## config.mk

```make
export PLATFORM = sky130hd
export DESIGN_NAME = ws2811_frame_sequencer
export DESIGN_NICKNAME = d
export VERILOG_FILES = /design/src/rtl/ws2811_pkg.sv /design/src/rtl/ws2811_scale.sv /design/src/rtl/ws2811_frame_sequencer.sv
export SDC_FILE = /design/constraint.sdc
export NUM_CORES = 1
export LEC_CHECK = 0
export BUFFER_PORTS_ARGS = -buffer_cell sky130_fd_sc_hd__buf_2
export CORE_UTILIZATION = 60
export CTS_CLUSTER_DIAMETER = 30
export DETAILED_ROUTE_END_ITERATION = 12
export PLACE_DENSITY = 0.87
export SETUP_SLACK_MARGIN = 0.3
export SYNTH_ARGS = -nofsm -noshare
export SYNTH_HDL_FRONTEND = slang
export SYNTH_SLANG_ARGS = --single-unit
```

## constraint.sdc

```tcl
create_clock -name clk -period 2.4 [get_ports clk]
set_clock_uncertainty 0.1 [all_clocks]
set_input_delay 0.24 -clock clk [delete_from_list [all_inputs] [get_ports clk]]
set_output_delay 0.24 -clock clk [all_outputs]
set_load 0.02 [all_outputs]
```

## src/rtl/ws2811_pkg.sv

```systemverilog
// ws2811_pkg
//   Shared definitions for the WS2811 frame sequencer: FSM state encoding,
//   GRB word field offsets, colour channel width and a GRB packing helper.
package ws2811_pkg;

  localparam int unsigned COLOR_W   = 8;
  localparam int unsigned WORD_W    = 3 * COLOR_W;

  // Field offsets inside the 24-bit word shifted out as {G,R,B}
  localparam int unsigned GRB_G_LSB = 2 * COLOR_W;
  localparam int unsigned GRB_R_LSB = 1 * COLOR_W;
  localparam int unsigned GRB_B_LSB = 0;

  typedef enum logic [1:0] {
    ST_IDLE  = 2'd0,
    ST_FETCH = 2'd1,
    ST_SEND  = 2'd2,
    ST_LATCH = 2'd3
  } state_t;

  function automatic logic [WORD_W-1:0] pack_grb(
    input logic [COLOR_W-1:0] red,
    input logic [COLOR_W-1:0] green,
    input logic [COLOR_W-1:0] blue
  );
    logic [WORD_W-1:0] word;
    word = '0;
    word[GRB_G_LSB +: COLOR_W] = green;
    word[GRB_R_LSB +: COLOR_W] = red;
    word[GRB_B_LSB +: COLOR_W] = blue;
    return word;
  endfunction

endpackage

```

## src/rtl/ws2811_scale.sv

```systemverilog
// ws2811_scale
//   One colour channel through the master fader, purely combinational:
//   scaled = (color * (brightness + 1)) >> 8, computed with a 16-bit product.
//   brightness = 255 passes the channel unchanged, brightness = 0 yields 0.
// Ports:
//   color      in  8  raw channel value
//   brightness in  8  master fader
//   scaled     out 8  faded channel value
module ws2811_scale
  import ws2811_pkg::*;
(
  input  logic [COLOR_W-1:0] color,
  input  logic [7:0]         brightness,
  output logic [COLOR_W-1:0] scaled
);

  logic [8:0]  gain;
  logic [15:0] product;

  always_comb begin
    gain    = {1'b0, brightness} + 9'd1;
    product = {8'd0, color} * {7'd0, gain};
    scaled  = product[15:8];
  end

endmodule

```

## src/rtl/ws2811_frame_sequencer.sv

```systemverilog
// ws2811_frame_sequencer
//   Walks a frame of NUM_LEDS pixels: fetches each colour from an external
//   pixel store, fades it by 'brightness', hands the {G,R,B} word to a
//   serializer, then holds the line idle for LATCH_CYCLES to latch the strip.
// Ports:
//   clk, reset                 clock, asynchronous active-high reset
//   enable                     run permission
//   frame_start                one-cycle frame request
//   auto_repeat                restart after every latch
//   brightness                 master fader
//   pix_req / pix_addr         fetch request and pixel index
//   pix_valid / pix_red/green/blue   fetched colour
//   tx_valid / tx_data / tx_ready    word handshake to the serializer
//   latch_gap                  high while the latch gap runs
//   frame_busy                 high in every state but IDLE
//   frame_done                 one-cycle pulse at the end of the latch gap
//   frame_count                completed frames, modulo 256
//   fetch_err                  sticky: a fetch timed out
module ws2811_frame_sequencer
  import ws2811_pkg::*;
#(
  parameter int unsigned NUM_LEDS      = 60,
  parameter int unsigned LATCH_CYCLES  = 1500,
  parameter int unsigned FETCH_TIMEOUT = 64
) (
  input  logic                clk,
  input  logic                reset,
  input  logic                enable,
  input  logic                frame_start,
  input  logic                auto_repeat,
  input  logic [7:0]          brightness,
  input  logic                pix_valid,
  input  logic [COLOR_W-1:0]  pix_red,
  input  logic [COLOR_W-1:0]  pix_green,
  input  logic [COLOR_W-1:0]  pix_blue,
  output logic                pix_req,
  output logic [7:0]          pix_addr,
  output logic                tx_valid,
  output logic [WORD_W-1:0]   tx_data,
  input  logic                tx_ready,
  output logic                latch_gap,
  output logic                frame_busy,
  output logic                frame_done,
  output logic [7:0]          frame_count,
  output logic                fetch_err
);

  localparam int unsigned FW = (FETCH_TIMEOUT > 1) ? $clog2(FETCH_TIMEOUT) : 1;
  localparam int unsigned LW = (LATCH_CYCLES  > 1) ? $clog2(LATCH_CYCLES)  : 1;

  localparam logic [7:0]    LAST_ADDR  = 8'(NUM_LEDS - 1);
  localparam logic [FW-1:0] FETCH_LAST = FW'(FETCH_TIMEOUT - 1);
  localparam logic [LW-1:0] LATCH_LAST = LW'(LATCH_CYCLES - 1);

  state_t              state;
  logic                pend;
  logic [FW-1:0]       fetch_cnt;
  logic [LW-1:0]       latch_cnt;

  logic [COLOR_W-1:0]  red_s;
  logic [COLOR_W-1:0]  green_s;
  logic [COLOR_W-1:0]  blue_s;

  ws2811_scale u_scale_r (.color(pix_red),   .brightness(brightness), .scaled(red_s));
  ws2811_scale u_scale_g (.color(pix_green), .brightness(brightness), .scaled(green_s));
  ws2811_scale u_scale_b (.color(pix_blue),  .brightness(brightness), .scaled(blue_s));

  always_ff @(posedge clk or posedge reset) begin
    if (reset) begin
      state       <= ST_IDLE;
      pend        <= 1'b0;
      fetch_cnt   <= '0;
      latch_cnt   <= '0;
      pix_req     <= 1'b0;
      pix_addr    <= '0;
      tx_valid    <= 1'b0;
      tx_data     <= '0;
      latch_gap   <= 1'b0;
      frame_busy  <= 1'b0;
      frame_done  <= 1'b0;
      frame_count <= '0;
      fetch_err   <= 1'b0;
    end else begin
      frame_done <= 1'b0;

      // Requests seen while a frame is in flight collapse into one pending
      // restart; the clears below come later and win when a frame starts.
      if (frame_start && (state != ST_IDLE)) begin
        pend <= 1'b1;
      end

      unique case (state)
        ST_IDLE: begin
          if (enable && (frame_start || pend)) begin
            state      <= ST_FETCH;
            pix_addr   <= '0;
            pix_req    <= 1'b1;
            fetch_cnt  <= '0;
            frame_busy <= 1'b1;
            pend       <= 1'b0;
          end
        end

        // enable is deliberately ignored here so a started fetch always
        // produces a complete word on the line
        ST_FETCH: begin
          if (pix_valid) begin
            tx_data  <= pack_grb(red_s, green_s, blue_s);
            tx_valid <= 1'b1;
            pix_req  <= 1'b0;
            state    <= ST_SEND;
          end else if (fetch_cnt == FETCH_LAST) begin
            tx_data   <= '0;
            tx_valid  <= 1'b1;
            pix_req   <= 1'b0;
            fetch_err <= 1'b1;
            state     <= ST_SEND;
          end else begin
            fetch_cnt <= fetch_cnt + FW'(1);
          end
        end

        ST_SEND: begin
          if (tx_ready) begin
            tx_valid <= 1'b0;
            if ((pix_addr == LAST_ADDR) || !enable) begin
              state     <= ST_LATCH;
              latch_gap <= 1'b1;
              latch_cnt <= '0;
            end else begin
              pix_addr  <= pix_addr + 8'd1;
              pix_req   <= 1'b1;
              fetch_cnt <= '0;
              state     <= ST_FETCH;
            end
          end
        end

        ST_LATCH: begin
          if (latch_cnt == LATCH_LAST) begin
            latch_gap   <= 1'b0;
            frame_done  <= 1'b1;
            frame_count <= frame_count + 8'd1;
            pix_addr    <= '0;
            if (enable && (auto_repeat || pend || frame_start)) begin
              state     <= ST_FETCH;
              pix_req   <= 1'b1;
              fetch_cnt <= '0;
              pend      <= 1'b0;
            end else begin
              state      <= ST_IDLE;
              frame_busy <= 1'b0;
            end
          end else begin
            latch_cnt <= latch_cnt + LW'(1);
          end
        end

        default: begin
          state <= ST_IDLE;
        end
      endcase
    end
  end

endmodule

```

==> results.py <==
metrics = {
    "job": {
        "number_of_max_cap_violations": 1,
    },
    "yosys": {
        "count_of_warnings_emitted_by_yosys": 0,
        "share_of_the_synthesized_area_in_the_top_cell_type_pct": 25.39,
        "synth-edff-count": 0,
        "netlist_instances": 1041,
        "synth.yosys.seq_area_share_pct": 17.46,
        "yosysMostFrequentCell": "sky130_fd_sc_hd__inv_1",
        "synth_top_cells_by_area": "sky130_fd_sc_hd__fa_1, sky130_fd_sc_hd__dfrtp_1, sky130_fd_sc_hd__ha_1",
        "syn_avg_cell_area_um2": 9.089,
        "postSynthNetCount": 1305,
        "netlist_top_cells_count": "sky130_fd_sc_hd__inv_1, sky130_fd_sc_hd__and2_1, sky130_fd_sc_hd__fa_1, sky130_fd_sc_hd__ha_1, sky130_fd_sc_hd__nand2_1",
        "synth.largest_area_cell": "sky130_fd_sc_hd__fa_1",
        "async_flop_share_pct": 100.0,
        "syn_area_um2": 9462,
        "synth.ff_latch_count": 66,
        "yosysUniqueCellTypes": 57,
        "top_ff_cell_synth": "sky130_fd_sc_hd__dfrtp_1",
    },
    "detailed_routing": {
        "detail-route-antenna-nets": 0,
        "wl_met1_um": 12430,
        "viasPerCell": 6.720,
        "postRouteWirelength_um": 39500,
        "top_layer": "met4",
        "wl_met2_um": 16840,
        "post_drt_wl_per_cell_um": 26.44,
        "drc_errors": 1,
        "met3_length_um": 5774,
        "first_iter_violations": 1469,
        "count_of_vias_placed_by_the_detailed_router": 10040,
        "dr.pass1.iters": 13,
    },
    "setup_path": {
        "cp_data_arrival_time_ns": 5.20,
        "worstReg2RegStart": "pend",
        "worstPathMaxFanout": 5,
        "critical_path.slowest_cell": "sky130_fd_sc_hd__o21ai_1",
        "regToRegEndpoint": "fetch_cnt[5]",
        "timing.reg2reg.setup_slack_ns": -0.64,
        "cp_slowest_stage_delay_ns": 0.63,
        "crit_buf_inv": 8,
        "worst_path_cell_chain": "buf_8 -> ha_4 -> nand3_4 -> xnor2_4 -> buf_6 -> buf_6 -> and2_4 -> fa_2 -> ha_4 -> inv_2 -> fa_1 -> fa_1 -> inv_2 -> ha_4 -> buf_4 -> buf_4 -> o21ai_1 -> o21bai_4 -> buf_4 -> xnor2_4 -> o21ai_0",
        "number_of_cells_traversed_by_the_worst_register_to_register_path": 7,
        "worst-endpoint-required_ns": 2.49,
        "critPathKind": "input port to flop",
        "start_kind": "input port",
        "crit_path_end_kind": "flop",
        "timing.critical_path.max_delay_family": "adder cells",
    },
    "worst_hold_path": {
        "min_delay_worst_endpoint": "fetch_err",
        "worst_hold_path_stage_count": 2,
        "min-delay-path-class": "input port to flop",
        "timing.hold.worst.start": "pix_valid",
    },
    "die": {
        "die_width_um": 127.6,
        "core.rowCount": 45,
        "initial_util_pct": 61.78,
        "die_area_um2": 16280,
        "die_h_um": 127.6,
        "core-area_um2": 15310,
        "design.portCount": 85,
    },
    "status": {
        "violations": "DRC, capacitance limit, slew limit, setup timing",
        "outcome": "complete, but fails checks",
    },
    "pwr": {
        "total_power_uw": 13510,
        "power_frac_comb_pct": 77.4,
        "power.ir.vdd_worst_v": 0.0006754,
        "cellPowerDensity_nw_per_um2": 1058,
        "power.internal_uw": 6699,
        "power_switching_share_pct": 50.42,
        "seq_power_share_pct": 12.2,
        "power.switching_uw": 6813,
        "share_clk_of_total_power_pct": 10.4,
        "leakage_uw": 0.006287,
    },
    "clocking": {
        "clock_sink_count": 66,
        "clock_tree_from_tritoncts": "built",
        "clock_tree.htree_level_count": 3,
        "clock_path_buffers": 2,
        "cts_buffers": 9,
        "clkLatencyLatePin_ns": 0.35,
        "root_buffer": "sky130_fd_sc_hd__clkbuf_16",
        "path_clk_slew_ns": 0.06,
    },
    "global_routing": {
        "gr-total-overflow": 0,
        "grt_util_all_layers_pct": 38.75,
        "grt_pass1_wl_um": 48770,
        "maximum_number_of_pins_on_one_net_before_global_route_repair": 41,
        "grt_antenna_before_repair": 0,
        "number_of_global_route_vias_before_repair": 9660,
    },
    "final_layout": {
        "multiInputGateArea_um2": 8025,
        "n_fill_cell": 721,
        "areaGrowthSynthToFinish_pct": 34.92,
        "seq_area_um2": 1660,
        "final_layout_size_suffix_gt1_share_pct": 34.45,
        "diodes": 0,
        "finalNetCount": 1543,
        "final-instance-count-excl-fill": 1494,
    },
    "timing": {
        "grt_setup_unrepaired": "true",
        "hold_viol_final": 0,
        "period_needed_ns": 5.115,
        "timing_worst_slew_pin_value_ns": 1.622,
        "worst_slew_margin_rel_pct": -9.055,
        "max_transition_viols_final": 4,
        "whs_ns": 0.1700,
        "report.final.setup_viol": 35,
        "final_min_period_over_clock_period_pct": 213.1,
        "max_freq_mhz": 195.5,
        "fin_ws_ns": -2.715,
        "setup_tns_ns": -58.60,
    },
    "placed_design": {
        "gp_routability_congestion": 0.8766,
        "worst_setup_slack_post_dpl_ns": -2.593,
        "post_place_cells": 1424,
        "portBuffers": 84,
        "dp_hpwl_um": 18340,
    },
}
[layout by cell type, fill, tap and decap left out, types with 21 or more instances in the layout]
| cell type | synthesis | layout |
|---|---|---|
| sky130_fd_sc_hd__and2_4 | 0 | 21 |
| sky130_fd_sc_hd__and2_1 | 151 | 129 |
| sky130_fd_sc_hd__buf_4 | 1 | 137 |
| sky130_fd_sc_hd__inv_1 | 166 | 145 |
| sky130_fd_sc_hd__o21ai_0 | 42 | 22 |
| sky130_fd_sc_hd__ha_1 | 105 | 85 |
| sky130_fd_sc_hd__nand2_1 | 103 | 97 |
| sky130_fd_sc_hd__buf_6 | 0 | 24 |
| sky130_fd_sc_hd__dfrtp_1 | 66 | 59 |
| sky130_fd_sc_hd__xnor2_1 | 29 | 23 |
| sky130_fd_sc_hd__fa_1 | 120 | 111 |
| sky130_fd_sc_hd__buf_2 | 0 | 82 |
[registers in the layout (all words and copies together) (netlist names)]
signal / flops
frame_busy: 1
tx_valid: 1
fetch_cnt: 6
latch_gap: 1
pix_addr: 8
frame_done: 1
tx_data: 24
state: 2
pend: 1
fetch_err: 1
pix_req: 1
latch_cnt: 11
frame_count: 8
[worst register-to-register path, cell delays in order, from the launching register on]
cell,delay (ns)
sky130_fd_sc_hd__dfrtp_1,0.43
sky130_fd_sc_hd__o31ai_1,1.32
sky130_fd_sc_hd__o41ai_4,0.16
sky130_fd_sc_hd__o211ai_1,0.22
sky130_fd_sc_hd__buf_4,0.26
sky130_fd_sc_hd__nand2b_4,0.16
sky130_fd_sc_hd__mux2i_1,0.07
sky130_fd_sc_hd__a22o_1,0.22
[power by group through the flow]
stage          Combinational [uW]  Clock (uW)  Sequential, uW
6_report                    10500        1410            1650
5_1_grt                     10900        1440            1650
4_1_cts                      7960        1350            1580
3_5_place_dp                 6970           0            1620
3_3_place_gp                 6580           0            1600
2_1_floorplan                4400           0            1840
[repair_timing]
action                                  in CTS  in global routing
cloned                                       3                  1
endpoints found under the setup margin      49                 57
endpoints found under the hold margin       26                  0
hold buffers                                 1                  0
resized for setup                           98                 91
pin swaps                                   61                 76
setup buffers                               29                 21
[routing by layer]
metal / GRT usage [%] / vias to the layer above
met5: 0 / -
met4: 25.12 / 0
met3: 7.873 / 448
met2: 66.06 / 1020
met1: 44.57 / 4731
li1: - / 3841
[how the worst max path moves through the flow]
| stage | start | endpoint | slack (ns) | depth (start not counted) |
|---|---|---|---|---|
| 6_report | brightness[1] | tx_data[0] | -2.72 | 21 |
| 5_1_grt | brightness[1] | tx_data[0] | -2.68 | 21 |
| 4_1_cts | brightness[0] | tx_data[23] | -2.10 | 19 |
| 3_5_place_dp | brightness[0] | tx_data[15] | -2.59 | 20 |
| 3_3_place_gp | brightness[0] | tx_data[15] | -2.47 | 17 |
| 2_1_floorplan | brightness[0] | tx_data[23] | -2.18 | 19 |
[layout make-up]
class | instances | area share (%)
clock buffers | 13 | 2.117
multi-input cells | 783 | 62.86
flip-flops and latches | 66 | 13.01
well taps | 211 | 2.068
repair buffers | 253 | 14.76
inverters | 166 | 4.910
clock inverters | 2 | 0.2744
[metrics by stage]
step	utilization [%]	instance area (um2)
2_1_floorplan	-	9838
3_3_place_gp	73.38	11240
3_5_place_dp	73.38	11240
4_1_cts	80.07	12260
5_1_grt	83.36	12770
6_report	83.36	12770
[kinds of logic after synthesis]
kind of cell | count (synthesis) | share of synthesized area [%]
simple gates | 376 | 21.85
fa+ha+maj | 225 | 39.28
buf+inv | 194 | 7.736
compound gates | 133 | 9.283
flops | 66 | 17.46
xor+xnor | 44 | 4.073
mux | 3 | 0.3306
Note: power is estimated with default switching activity, not from simulation.
